==> src/rtl/exp3_fluxo_dados.sv <==
// exp3_fluxo_dados -- datapath for the experiment-3 control unit.
// Position counter, player-entry register, fixed 16-entry expected-value ROM,
// comparator, entry-edge detector and board debug outputs.
// Optional build macro FLUXO_TENTATIVAS_EN adds a saturating count of register
// loads on db_tentativas; without it db_tentativas is held at zero.
module exp3_fluxo_dados #(
   parameter int N_DADOS = 4,
   parameter int N_END   = 4
) (
   input  logic               clock,
   input  logic               reset,
   input  logic               zeraC,
   input  logic               contaC,
   input  logic               zeraR,
   input  logic               registraR,
   input  logic [N_DADOS-1:0] chaves,
   output logic               fimC,
   output logic               resultado,
   output logic               jogada_feita,
   output logic [N_END-1:0]   db_contagem,
   output logic [N_DADOS-1:0] db_memoria,
   output logic [N_DADOS-1:0] db_chaves,
   output logic [3:0]         db_tentativas
);

   logic [N_END-1:0]   contagem;
   logic [N_DADOS-1:0] registro;
   logic [N_DADOS-1:0] memoria;
   logic               chaves_ant;
   logic               chaves_ativas;

   // Position counter: reset > zeraC > contaC, wraps naturally at the top address.
   always_ff @(posedge clock) begin
      if (reset)
         contagem <= '0;
      else if (zeraC)
         contagem <= '0;
      else if (contaC)
         contagem <= contagem + N_END'(1);
   end

   // Entry register: reset > zeraR > registraR.
   always_ff @(posedge clock) begin
      if (reset)
         registro <= '0;
      else if (zeraR)
         registro <= '0;
      else if (registraR)
         registro <= chaves;
   end

   // Expected-value ROM, read asynchronously at the current counter address.
   always_comb begin
      memoria = '0;
      case (int'(contagem))
         0:       memoria = N_DADOS'(1);
         1:       memoria = N_DADOS'(2);
         2:       memoria = N_DADOS'(4);
         3:       memoria = N_DADOS'(8);
         4:       memoria = N_DADOS'(4);
         5:       memoria = N_DADOS'(2);
         6:       memoria = N_DADOS'(1);
         7:       memoria = N_DADOS'(1);
         8:       memoria = N_DADOS'(2);
         9:       memoria = N_DADOS'(2);
         10:      memoria = N_DADOS'(4);
         11:      memoria = N_DADOS'(4);
         12:      memoria = N_DADOS'(8);
         13:      memoria = N_DADOS'(8);
         14:      memoria = N_DADOS'(1);
         15:      memoria = N_DADOS'(4);
         default: memoria = '0;
      endcase
   end

   // Remember whether any switch was on last cycle, for the entry edge detector.
   always_ff @(posedge clock) begin
      if (reset)
         chaves_ant <= 1'b0;
      else
         chaves_ant <= chaves_ativas;
   end

   assign chaves_ativas = |chaves;
   assign jogada_feita  = chaves_ativas & ~chaves_ant;
   assign fimC          = (contagem == {N_END{1'b1}});
   assign resultado     = (registro != memoria);
   assign db_contagem   = contagem;
   assign db_memoria    = memoria;
   assign db_chaves     = registro;

`ifdef FLUXO_TENTATIVAS_EN
   logic [3:0] tentativas;

   // Count register loads, saturating at 15; zeraR clears and wins over a load.
   always_ff @(posedge clock) begin
      if (reset)
         tentativas <= 4'd0;
      else if (zeraR)
         tentativas <= 4'd0;
      else if (registraR && (tentativas != 4'hF))
         tentativas <= tentativas + 4'd1;
   end

   assign db_tentativas = tentativas;
`else
   assign db_tentativas = 4'b0000;
`endif

endmodule

==> config.mk <==
export PLATFORM = sky130hd
export DESIGN_NAME = exp3_fluxo_dados
export DESIGN_NICKNAME = d
export VERILOG_FILES = /design/src/rtl/exp3_fluxo_dados.sv
export SDC_FILE = /design/constraint.sdc
export NUM_CORES = 1
export LEC_CHECK = 0
export ABC_AREA = 1
export CORE_UTILIZATION = 45
export CTS_CLUSTER_SIZE = 24
export DETAILED_ROUTE_END_ITERATION = 10
export PLACE_DENSITY = 0.82
export SYNTH_ARGS = -nofsm -noshare
export SYNTH_HDL_FRONTEND = slang
export SYNTH_SLANG_ARGS = --single-unit
==> constraint.sdc <==
create_clock -name clock -period 3.1 [get_ports clock]
set_input_delay 0.465 -clock clock [delete_from_list [all_inputs] [get_ports clock]]
set_output_delay 0.465 -clock clock [all_outputs]
set_load 0.01 [all_outputs]
==> summary.md, run 1 <==
| Metric | Value |
|---|---|
| Status | complete, no violations |
| Crit path top cell by count | sky130_fd_sc_hd__clkdlybuf4s50_1 |
| Yosys warning count | 0 |
| Clk root buf | sky130_fd_sc_hd__clkbuf_4 |
| TritonCTS clock tree | yes |
| Layout overhead on the synthesized area | 34.7% |
| Worst min-delay path class | flip-flop to flip-flop |
| Total Die Area | ~1800 um2 |
| Routed length on met3 | 57 um |
| Ports | 29 |
| Final TNS setup | 0 ps |
| Row count | 14 |
| Cell family with most CP delay | buffers and inverters |
| Crit path time final | 2300 ps |
| Commonest cells after routing, fill and taps aside | 24 x sky130_fd_sc_hd__clkdlybuf4s50_1, 21 x sky130_fd_sc_hd__nand2_1, 13 x sky130_fd_sc_hd__dfxtp_1 |
| Max IR drop VDD | approximately 0.00026 V |
| Via count of the first global-routing pass | approximately 580 |
| Startpoint-to-endpoint class of the critical path | input pin to output pin |
| Final antenna-violating net count | 0 |
| Required time worst endpoint | 2630 ps |
| Leading cell type in the layout, fill and taps excluded | sky130_fd_sc_hd__clkdlybuf4s50_1 |
| Max cap viols | 0 |
| Uppermost signal routing layer after detailed routing | met4 |
| Average detailed-routed wire length per instance | 11.0 um |
| Number of buffer and inverter stages on the critical path | 2 |
| Ratio of cells with drive above 1 in the final layout | 0.161 |
| Overall overflow remaining after global route | 0 |
| Clock sink count | 13 |
| Worst-path clk slew | 80 ps |
| Routed metal-1 wire length | 666 um |
| Lkg Pwr | 0.435 nW |
| Max Fclk | 0.435 GHz |
| Routability-driven placement congestion ratio | 0.805 |
| DPL Wire Length | ~1200 um |
| Crit path cell chain | clkdlybuf4s50_1, nor4_1, nor2_1, clkdlybuf4s50_1 |
| Die width | 42.5 um |
| Power density of the placed cells | 348 nW/um2 |
| Delay of the slowest critical-path stage | 490 ps |
| Core ar. | 1520 um2 |
| R2R Setup Slk | between 1500 and 2000 ps |
| Sequential area share after synthesis | 0.352 |
| Total power of the final layout | around 0.35 mW |
| Routed vias | 669 |
| Routed via count divided by cell count | ~5 |
| Synthesized area per cell | 8.04 um2 |
| Maximum count of clock buffers along a single path | 2 |
| Worst-skew pair later-pin latency | 280 ps |
| Cell Area, Synth | 739 um2 |
| Final hold violations | 0 |
| DRT Wirelength | 1470 um |
| Final Net Count | 130 |
| Type of element launching the critical path | input pin |
| Yosys cell types | 24 |
| Floorplan die height | 42.5 um |
| Number of design rule violations left after detail routing | 0 |
| Number of design-rule violations left by the first detailed-router iteration | 15 |
| Total GRT Usage | 0.182 |
| First-pass GRT wire length | around 2400 um |
| Worst Skew | 5.91 ps |
| Gate Count Post-Synth | 92 |
| CP max FO | 2 |
| Initial antenna violation count | 0 |
| Critical-path top delay cell | sky130_fd_sc_hd__clkdlybuf4s50_1 |
| Initial Utilization | 0.485 |
| Antenna diode count | 0 |
| Number of hold buffers added after cts | 0 |
| Final setup violation count | 0 |
| Endpoint type of the worst setup path | output pin |
| Deepest level of the CTS H-tree | 1 |
| Crit path DAT | between 1500 and 2000 ps |
| Period Utilization, post-route | 0.741 |
| Routed wl met2 | between 700 and 800 um |
| Number of input and output port buffers inserted | 24 |
| Post-cts repair resize count | 0 |
| Pin count of the biggest net entering global routing | 8 |
| Setup repair after global routing missed its margin | false |
| Max-slew violations | 0 |
| Number of buffers added for setup after CTS | 0 |
| Count of state elements after synthesis | 13 |
| Drt pass-1 iters | 4 |
| Num CTS Buffers | 3 |
-- final timing paths --
check	to	cells past startpoint	startpoint
max	jogada_feita	4	chaves[3]
min	db_chaves[2]$_SDFFE_PP0P_	2	db_chaves[2]$_SDFFE_PP0P_
min reg2reg	db_chaves[2]$_SDFFE_PP0P_	2	db_chaves[2]$_SDFFE_PP0P_
max reg2reg	db_memoria[0]$_DFF_P_	9	db_contagem[0]$_SDFFE_PP0P_
-- cell usage after synthesis, drive strengths merged --
cell type   n  share of area
inv        11          0.059
buf         5          0.056
conb        1         0.0051
xor2        1          0.012
nand2      26           0.17
or2         1         0.0085
a21oi       4          0.027
nand3       8          0.088
nor2       11          0.095
nor4        1         0.0085
ha          1          0.017
o21ai       1          0.022
xnor2       4          0.047
nand4       4          0.034
dfxtp      13           0.35
-- per-stage QoR --
stage / hold WS (ps) / cell area [um2] / util / cells / setup slack, ps
2_1_floorplan: 504 / 751 / - / 95 / 1720
3_3_place_gp: 477 / 970 / 0.636 / 130 / 862
3_5_place_dp: 483 / 970 / 0.636 / 130 / 797
4_1_cts: 493 / 996 / 0.654 / 134 / 797
5_1_grt: 540 / 996 / 0.654 / 134 / 632
6_report: 498 / 996 / 0.654 / 134 / 803
-- cell families (layout without fill, tap and decap cells) --
| family | after synthesis | count (layout) | synth area share |
|---|---|---|---|
| XOR/XNOR | 5 | 5 | 0.0592 |
| other | 1 | 4 | 0.00507 |
| adder cells (fa/ha/maj) | 1 | 1 | 0.0169 |
| AND/OR/NAND/NOR | 51 | 51 | 0.403 |
| flip-flops | 13 | 13 | 0.352 |
| AO/OA/AOI/OAI | 5 | 5 | 0.0491 |
| buffers and inverters | 16 | 39 | 0.115 |
-- registers in the layout (all words and copies together) (netlist names) --
| name | count |
|---|---|
| db_chaves | 4 |
| db_contagem | 4 |
| db_memoria | 4 |
| chaves_ant | 1 |
-- metal layers --
metal  vias up  GRT usage
li1        333          -
met1       318      0.216
met2        15      0.305
met3         3     0.0517
met4         0     0.0750
met5         -          0
-- worst min-delay path: stages (launching register included) --
cell,delay [ps]
sky130_fd_sc_hd__dfxtp_1,330
sky130_fd_sc_hd__nand2_1,70
sky130_fd_sc_hd__a21oi_1,50
-- report_power, final --
part / switching, mW / internal [mW]
clock network: 0.0539 / 0.0500
logic: 0.0314 / 0.0335
registers: 0.00506 / 0.173
total: 0.0903 / 0.256
-- layout make-up --
class	instances	area [um2]
Tap cell	16	20.0
Fill cell	138	528
Inverter	11	43.8
Multi-Input combinational cell	66	405
Sequential cell	13	260
Clock buffer	4	26.3
Timing Repair Buffer	24	240
(Power assumes the default switching activity.)
==> run 2: changes to the inputs <==
--- a/config.mk
+++ b/config.mk
@@ -6,10 +6,10 @@
 export NUM_CORES = 1
 export LEC_CHECK = 0
 export ABC_AREA = 1
-export CORE_UTILIZATION = 45
+export CORE_UTILIZATION = 42
 export CTS_CLUSTER_SIZE = 24
 export DETAILED_ROUTE_END_ITERATION = 10
-export PLACE_DENSITY = 0.82
+export PLACE_DENSITY = 0.78
 export SYNTH_ARGS = -nofsm -noshare
 export SYNTH_HDL_FRONTEND = slang
 export SYNTH_SLANG_ARGS = --single-unit
==> constraint.sdc (replaced) <==
create_clock -name clock -period 2.15 [get_ports clock]
set_input_delay 0.3225 -clock clock [delete_from_list [all_inputs] [get_ports clock]]
set_output_delay 0.3225 -clock clock [all_outputs]
set_load 0.01 [all_outputs]
==> run 2 against run 1 <==
Register-to-register slack got worse by 950 ps. Sequential share of layout area down 0.16 points. Core utilization shrank 1.8 points. Critical path type unchanged.
==> summary.md, run 2 (synthesis gave the netlist of run 1 again) <==
| Metric | Value |
|---|---|
| Total GRT Usage | 0.176 |
| Hold Path Origin | db_chaves[3]$_SDFFE_PP0P_ |
| Reg2Reg Launch Point | db_contagem[0]$_SDFFE_PP0P_ |
| Worst-path clk slew | 80 ps |
| Antenna diode count | 0 |
| CP max FO | 2 |
| Commonest cells after routing, fill and taps aside | 24 x sky130_fd_sc_hd__clkdlybuf4s50_1, 21 x sky130_fd_sc_hd__nand2_1, 13 x sky130_fd_sc_hd__dfxtp_1 |
| Ports | 29 |
| Maximum count of clock buffers along a single path | 2 |
| FF-to-FF End | db_memoria[0]$_DFF_P_ |
| Initial antenna violation count | 0 |
| DP Cell Count | 130 |
| TritonCTS clock tree | yes |
| Least setup slack across all paths after layout | 114 ps |
| Average detailed-routed wire length per instance | 11.1 um |
| Num CTS Buffers | 3 |
| Routed vias | 649 |
| Worst-case hold path end point | db_chaves[3]$_SDFFE_PP0P_ |
| Total Die Area | 1930 um2 |
| Total power of the final layout | 0.502 mW |
| First-pass GRT wire length | 2430 um |
| Power density of the placed cells | around 500 nW/um2 |
| Overall overflow remaining after global route | 0 |
| DRT Wirelength | 1490 um |
| Deepest level of the CTS H-tree | 1 |
| Status | complete, no violations |
| Logic depth of the worst register-to-register path | 9 |
| Initial Utilization | 0.469 |
| Worst min-delay path class | flip-flop to flip-flop |
| Delay of the slowest critical-path stage | 500 ps |
| Worst hold slack | 501 ps |
| DPL Wire Length | 1190 um |
| Worst-skew pair later-pin latency | 280 ps |
| Max Fclk | between 0.4 and 0.5 GHz |
| Final Net Count | 130 |
| Endpoint type of the worst setup path | output pin |
| Required time worst endpoint | between 1500 and 2000 ps |
| Number of design-rule violations left by the first detailed-router iteration | 28 |
| Core utilization of the finished layout | 0.636 |
| Setup repair after global routing missed its margin | false |
| Routability-driven placement congestion ratio | 0.845 |
| Pin count of the biggest net entering global routing | 8 |
| Worst hold path cell count | 2 |
| Minimum setup slack after placement | 115 ps |
| Number of input and output port buffers inserted | 24 |
| R2R Setup Slk | 780 ps |
| Final hold violations | 0 |
| Die width | 44.0 um |
| Max IR drop VDD | 0.000363 V |
| Type of element launching the critical path | input pin |
| Row count | 14 |
| Clock sink count | 13 |
| Startpoint-to-endpoint class of the critical path | input pin to output pin |
| Core ar. | around 1600 um2 |
| Via count of the first global-routing pass | 538 |
| Post-Place Cell Area | 970 um2 |
| Final TNS setup | 0 ps |
| Crit path top cell by count | sky130_fd_sc_hd__clkdlybuf4s50_1 |
| Routed via count divided by cell count | between 4 and 5 |
| Crit path DAT | approximately 1700 ps |
| Layout overhead on the synthesized area | 35.5% |
| Crit path time final | 2040 ps |
| Leading cell type in the layout, fill and taps excluded | sky130_fd_sc_hd__clkdlybuf4s50_1 |
| Number of hold buffers added after cts | 0 |
| Final setup violation count | 0 |
| Critical-path top delay cell | sky130_fd_sc_hd__clkdlybuf4s50_1 |
| Drt pass-1 iters | 7 |
| Design area | 1000 um2 |
| Period Utilization, post-route | 0.947 |
| Ratio of cells with drive above 1 in the final layout | 0.169 |
| Worst Skew | 2.29 ps |
| Max-slew violations | 0 |
| Lkg Pwr | 0.436 nW |
| Layout Cells excl Fill | 134 |
| Number of design rule violations left after detail routing | 0 |
| Clk root buf | sky130_fd_sc_hd__clkbuf_4 |
| Final antenna-violating net count | 0 |
| Floorplan die height | 44.0 um |
| Crit path cell chain | clkdlybuf4s50_1, nor4_2, nor2_1, clkdlybuf4s50_1 |
| Max cap viols | 0 |
==> run 2: changes by cell type in the layout (fill, tap and decap cells not counted) <==
cell	change
sky130_fd_sc_hd__nor4_1	-1
sky130_fd_sc_hd__nor4_2	+1
==> run 2: area by class of cell <==
cell class                 instances  area [um2]
clock buffer                       4        26.3
fill                             140         574
inverter                          11        43.8
multi-input combinational         66         412
sequential                        13         260
tap                               16        20.0
timing repair buffer              24         240
==> run 2: power by group <==
part           leakage, nW  internal (mW)  switching [mW]
clock network       0.0150         0.0720          0.0788
logic                0.314         0.0487          0.0459
registers            0.106          0.249         0.00737
==> run 2: worst max-delay path, delay by kind of cell <==
family / cells / cell delay (ps)
buf+inv: 2 / 960
simple gates: 2 / 440
==> run 2: what timing repair did <==
action	CTS	global route
resized for setup	0	1
buffers inserted	0	0
endpoints found under the setup margin	0	1
==> run 2: how the worst max path moves through the flow <==
| stage | cells past startpoint | start | endpoint | slack (ps) |
|---|---|---|---|---|
| 6_report | 4 | chaves[3] | jogada_feita | 110 |
| 5_1_grt | 4 | chaves[3] | jogada_feita | 50 |
| 4_1_cts | 4 | chaves[3] | jogada_feita | 110 |
| 3_5_place_dp | 4 | chaves[3] | jogada_feita | 110 |
| 3_3_place_gp | 4 | chaves[3] | jogada_feita | 150 |
| 2_1_floorplan | 9 | db_contagem[0]$_SDFFE_PP0P_ | db_memoria[0]$_DFF_P_ | 830 |
==> run 2: per-layer routing <==
layer	up-vias	global-route usage	part of all wire
met1	286	0.239	0.44
li1	337	-	-
met4	0	0.0909	0.023
met3	5	0.0500	0.048
met5	-	0	0
met2	21	0.254	0.49
==> RTL edit 1, RTL diff (flow settings as in run 2) <==
Change the parameter `N_END` from 4 to 3.
--- a/src/rtl/exp3_fluxo_dados.sv
+++ b/src/rtl/exp3_fluxo_dados.sv
@@ -5,7 +5,7 @@
 // loads on db_tentativas; without it db_tentativas is held at zero.
 module exp3_fluxo_dados #(
    parameter int N_DADOS = 4,
-   parameter int N_END   = 4
+   parameter int N_END   = 3
 ) (
    input  logic               clock,
    input  logic               reset,
Interface: changed (resized db_contagem); port bits go from 29 to 28. No check against the original RTL was run, so the function may have changed too.
==> RTL edit 1 against run 2 <==
Highest routed layer is now met3. First-iteration DRC count fell by 82%. Final area fell by 15%. Critical path depth did not move. Total power rose by 2.6%. Fmax rose by 8.5%. Register-to-register slack improved by 0.05 ns. Setup slack improved by 0.16 ns. Area after synthesis fell by 21%. Count of clock-buffer cells in the layout did not move. Sequential power fell by 6%. Global-route usage fell by 0.18 points. Core utilization rose by 2.0 points. Sequential cell count fell by 1. Wire length fell by 22%.
==> RTL edit 1: results (changes against run 2) <==
| Metric | Value |
|---|---|
| Async S/R FF share, synth | 0% (unchanged) |
| Clk buf depth | 2 (unchanged) |
| Yosys cell types | 19 (-21%) |
| Clk Latency, worst-skew pair | 0.27 ns |
| Slew Limit Fails | 0 (unchanged) |
| Clock skew | 0.00318 ns (+0.000889 ns) |
| Post-CTS setup buffers | 0 (unchanged) |
| Leakage | 0.000367 uW (-16%) |
| Vias | 517 (-20%) |
| Clock slew at reported path FFs | 0.07 ns |
| CP max FO | 3 (+1) |
| Top cells by count, synth | nand2_1, dfxtp_1, inv_1 |
| Worst EP arrival | 1.55 ns (-0.16 ns) |
| Worst min path class | register to register |
| Vias in the first global route | 478 (-11%) |
| Global-route wire length before repair | 1800 um (-26%) |
| VDD IR-drop max | 0.433 mV (+19%) |
| Largest cells by area after synthesis | dfxtp_1, nand2_1, inv_1 |
| Crit path max-delay cell type | clkdlybuf4s50_1 |
| I/O Buffers | 23 (-4.2%) |
| Inserted Clock Buffers | 3 (unchanged) |
| Cells after Synth | 72 (-22%) |
| Estimated wirelength of the detail-placed design | 909 um (-23%) |
| Post-Layout Cell Count | 113 (-16%) |
| Post-synthesis sequential area ratio | 40.9% (+5.7 points) |
| Largest net degree at the start of global routing | 8 (unchanged) |
| Status | complete, no violations |
| Nets | 111 (-15%) |
| H-Tree Depth | 1 (unchanged) |
| Initial antenna violation count | 0 (unchanged) |
| Filler Cells Inserted | 119 (-15%) |
| Count of cells resized by post-cts repair | 0 (unchanged) |
| Top Family by Delay on Critical Path | buffers and inverters |
| CTS Root Cell | clkbuf_4 |
| 1st-pass router iterations | 4 (-3) |
| Layout cell share with drive strength beyond 1 | 12.2% (-4.7 points) |
| Synth Warn # | 0 (unchanged) |
| Routed length per instance | 10.2 um (-7.8%) |
| All-layer global routing usage | 17.5% (-0.18 points) |
| Final estimated routing congestion in global placement | 0.662 (-22%) |
| # diodes | 0 (unchanged) |
| DRT iter0 DRCs | 5 (-82%) |
| Crit path largest cell delay | 0.55 ns (+0.05 ns) |
[RTL edit 1: changes by cell type after synthesis, moves of 2 or more]
cell and change:
a21oi_1 -2, a211oi_1 +2, nand2_1 -8, nand2_4 -3, a31oi_1 +2, nor2_1 -3
nor2_4 +2, nand4_1 -3, inv_1 +3, nor2_2 -2
[RTL edit 1: kinds of logic (layout without fill, tap and decap cells)]
| kind of cell | Yosys count | count (layout) | share of synthesized area, % |
|---|---|---|---|
| AOI/OAI and AO/OA | 6 | 6 | 6.40 |
| xor gates and xnor gates | 4 | 4 | 5.97 |
| adders and majority gates | 2 | 2 | 4.26 |
| buffers and inverters | 16 | 39 | 12.8 |
| DFF | 12 | 12 | 40.9 |
| other | 1 | 4 | 0.639 |
| and+or+nand+nor | 31 | 31 | 29.0 |
[RTL edit 1: layer usage]
layer | up-vias | GRT usage, % | share of wire (%)
met3 | 0 | 8.52 | 7.9
li1 | 271 | - | -
met1 | 222 | 16.2 | 43
met4 | 0 | 2.59 | 0
met2 | 24 | 34.2 | 49
met5 | - | 0 | 0
[RTL edit 1: tightest hold or removal path, cell delays in order, from the launching register on]
cell,delay [ns]
dfxtp_1,0.34
nand2_1,0.07
a21oi_1,0.05
[RTL edit 1: report_power, final]
part	leakage [uW]	internal [uW]	total, uW	switching, uW
clock network	0.0000210	103	174	71.5
registers	0.0000985	233	241	7.69
logic	0.000247	53.4	100	46.8
total	0.000367	389	515	126
[RTL edit 1: final cells by class]
type                       count  area [sq um]  area share, %
clock buffer                   4          36.3           4.25
inverter                      12          45.0           5.28
multi-input combinational     47           283           33.1
timing repair buffer          23           230           27.0
tap                           15          18.8           2.20
sequential                    12           240           28.2
[RTL edit 1: final timing paths]
| kind | from | to | slack (ns) | cells past startpoint |
|---|---|---|---|---|
| setup / recovery | chaves[3] | jogada_feita | 0.27 | 4 |
| hold / removal | db_chaves[0] | db_chaves[0] | 0.50 | 2 |
| hold reg to reg | db_chaves[0] | db_chaves[0] | 0.50 | 2 |
| setup reg to reg | db_contagem[0] | db_memoria[2] | 0.83 | 7 |
[RTL edit 1: metrics by stage]
| stage | area, sq um | worst slack, ns |
|---|---|---|
| finish | 853 | 0.273 |
| global route | 853 | 0.187 |
| CTS | 853 | 0.261 |
| detailed placement | 817 | 0.259 |
| floorplan | 598 | 0.911 |
| global placement | 817 | 0.298 |
==> RTL edit 2, RTL diff (flow settings as in run 2) <==
Without the edit above. Add an input register stage for `zeraC`, `contaC` and `chaves`, without a reset; this delays them by one clock. The other inputs are not delayed to match.
--- a/src/rtl/exp3_fluxo_dados.sv
+++ b/src/rtl/exp3_fluxo_dados.sv
@@ -23,6 +23,16 @@
    output logic [3:0]         db_tentativas
 );
 
+   logic zeraC_q;
+   logic contaC_q;
+   logic [N_DADOS-1:0] chaves_q;
+
+   always_ff @(posedge clock) begin
+      zeraC_q  <= zeraC;
+      contaC_q <= contaC;
+      chaves_q <= chaves;
+   end
+
    logic [N_END-1:0]   contagem;
    logic [N_DADOS-1:0] registro;
    logic [N_DADOS-1:0] memoria;
@@ -33,9 +43,9 @@
    always_ff @(posedge clock) begin
       if (reset)
          contagem <= '0;
-      else if (zeraC)
+      else if (zeraC_q)
          contagem <= '0;
-      else if (contaC)
+      else if (contaC_q)
          contagem <= contagem + N_END'(1);
    end
 
@@ -46,7 +56,7 @@
       else if (zeraR)
          registro <= '0;
       else if (registraR)
-         registro <= chaves;
+         registro <= chaves_q;
    end
 
    // Expected-value ROM, read asynchronously at the current counter address.
@@ -81,7 +91,7 @@
          chaves_ant <= chaves_ativas;
    end
 
-   assign chaves_ativas = |chaves;
+   assign chaves_ativas = |chaves_q;
    assign jogada_feita  = chaves_ativas & ~chaves_ant;
    assign fimC          = (contagem == {N_END{1'b1}});
    assign resultado     = (registro != memoria);
Behaviour: not the same (a bounded check fails within 4 cycles, from zero or initial values and one cycle with reset high).
==> RTL edit 2 against run 2 <==
Area after synthesis rose by 16%. Setup slack better by 0.036 ns. Wire length rose by 1.1%. Sequential cell count increased by 6. Core utilization is 5.3 points lower. Final cell count rose by 13%. Clock power rose by 18%. Total power grew 28%. First-iteration DRC count decreased by 64%. Largest cell class unchanged. Final area is 13% higher. Synthesized cell count increased by 6.5%. Register-to-register slack hardly changed. Count of clock-buffer cells in the layout decreased by 1.
==> RTL edit 2: results (changes against run 2) <==
| Metric | Value |
|---|---|
| Worst EP arrival | 1.68 ns (-0.03 ns) |
| Seq pwr | 379 uW (+47%) |
| Nets | 136 (+4.6%) |
| 1st-pass router iterations | 4 (-3) |
| Crit path largest cell delay | 0.54 ns (+0.04 ns) |
| Hold Worst Slack | 0.461 ns (-0.0404 ns) |
| Hold path start | contaC |
| R2R Setup Slk | 0.78 ns (about the same) |
| GR Layer Usage met2 | 24.4% (-0.99 points) |
| Yosys cell types | 24 (unchanged) |
| Filler Cells Inserted | 182 (+30%) |
| Top cells by count, synth | nand2_1, dfxtp_1, inv_1 |
| Layout cell share with drive strength beyond 1 | 16.1% (-0.82 points) |
| Pwr Total | 645 uW (+28%) |
| Top cell type's share of synthesized area | 44.3% (+9.1 points) |
| Post-Layout Cell Count | 151 (+13%) |
| Global-route wire length before repair | 2460 um (+1.2%) |
| Final estimated routing congestion in global placement | 0.792 (-6.3%) |
| Switching power total | 161 uW (+22%) |
| Clk buf depth | 2 (unchanged) |
| Cells after Synth | 98 (+6.5%) |
| Hold path endpoint | contaC_q |
| Largest cells by area after synthesis | dfxtp_1, nand2_1, nand3_4 |
| Routed length per instance | 9.95 um (-10%) |
| Status | complete, no violations |
| Worst min path class | input port to register |
| Met3 Usage GRT | 3.46% (-1.5 points) |
| Vias | 688 (+6.0%) |
| VDD IR-drop max | 0.465 mV (+28%) |
| CP max FO | 5 (+3) |
| Worst hold stages | 1 (-1) |
| Estimated wirelength of the detail-placed design | 1250 um (+5.6%) |
| Largest net degree at the start of global routing | 12 (+4) |
| Post-DP Area | 1100 sq um (+14%) |
| Dpl ws | 0.476 ns (+0.361 ns) |
| All-layer global routing usage | 15.9% (-1.7 points) |
| Clock slew at reported path FFs | 0.10 ns (+0.02 ns) |
| Vias in the first global route | 604 (+12%) |
| Clock skew | 0.00459 ns (+0.00230 ns) |
| Post-synthesis sequential area ratio | 44.3% (+9.1 points) |
| Count of cells resized by post-cts repair | 0 (unchanged) |
| M1 GR Usage | 21.0% (-2.9 points) |
| Leakage | 0.000488 uW (+12%) |
| DRT iter0 DRCs | 10 (-64%) |
| Inserted Clock Buffers | 3 (unchanged) |
[RTL edit 2: cell type report]
| class | instances | area, sq um | share of cell area (%) |
|---|---|---|---|
| Clock buffer | 3 | 22.5 | 1.99 |
| Clock inverter | 1 | 5.00 | 0.442 |
| Inverter | 11 | 43.8 | 3.87 |
| Multi-Input combinational cell | 66 | 405 | 35.8 |
| Sequential cell | 19 | 380 | 33.6 |
| Tap cell | 27 | 33.8 | 2.99 |
| Timing Repair Buffer | 24 | 240 | 21.2 |
[RTL edit 2: critical path, delay by kind of cell (launching register included)]
kind	cells	cell delay [ns]
simple gates	2	0.15
flops	1	0.46
fa+ha+maj	1	0.23
buf+inv	1	0.54
[RTL edit 2: how the worst max path moves through the flow]
stage,depth (start not counted),endpoint,startpoint,slack [ns]
floorplan,9,db_memoria[0],db_contagem[0],0.83
global placement,7,db_memoria[0],reset,0.52
detailed placement,4,fimC,db_contagem[0],0.48
CTS,4,fimC,db_contagem[0],0.14
global route,4,fimC,db_contagem[0],0.04
finish,4,fimC,db_contagem[0],0.15
[RTL edit 2: kinds of logic (layout without fill, tap and decap cells)]
| group | Yosys count | count (layout) | synth area share (%) |
|---|---|---|---|
| AO/OA/AOI/OAI | 5 | 5 | 4.22 |
| other | 1 | 4 | 0.436 |
| AND/OR/NAND/NOR | 51 | 51 | 34.6 |
| buffers and inverters | 16 | 39 | 9.90 |
| adder cells (fa/ha/maj) | 1 | 1 | 1.46 |
| flip-flops | 19 | 19 | 44.2 |
| XOR/XNOR | 5 | 5 | 5.09 |
[RTL edit 2: routing by layer]
layer  up-vias  share of wire, %  wire length, um
met5         -                 0                0
met4         0               1.6               24
met3         4               2.9               43
met2        17                51              766
met1       315                44              667
li1        352                 -                -
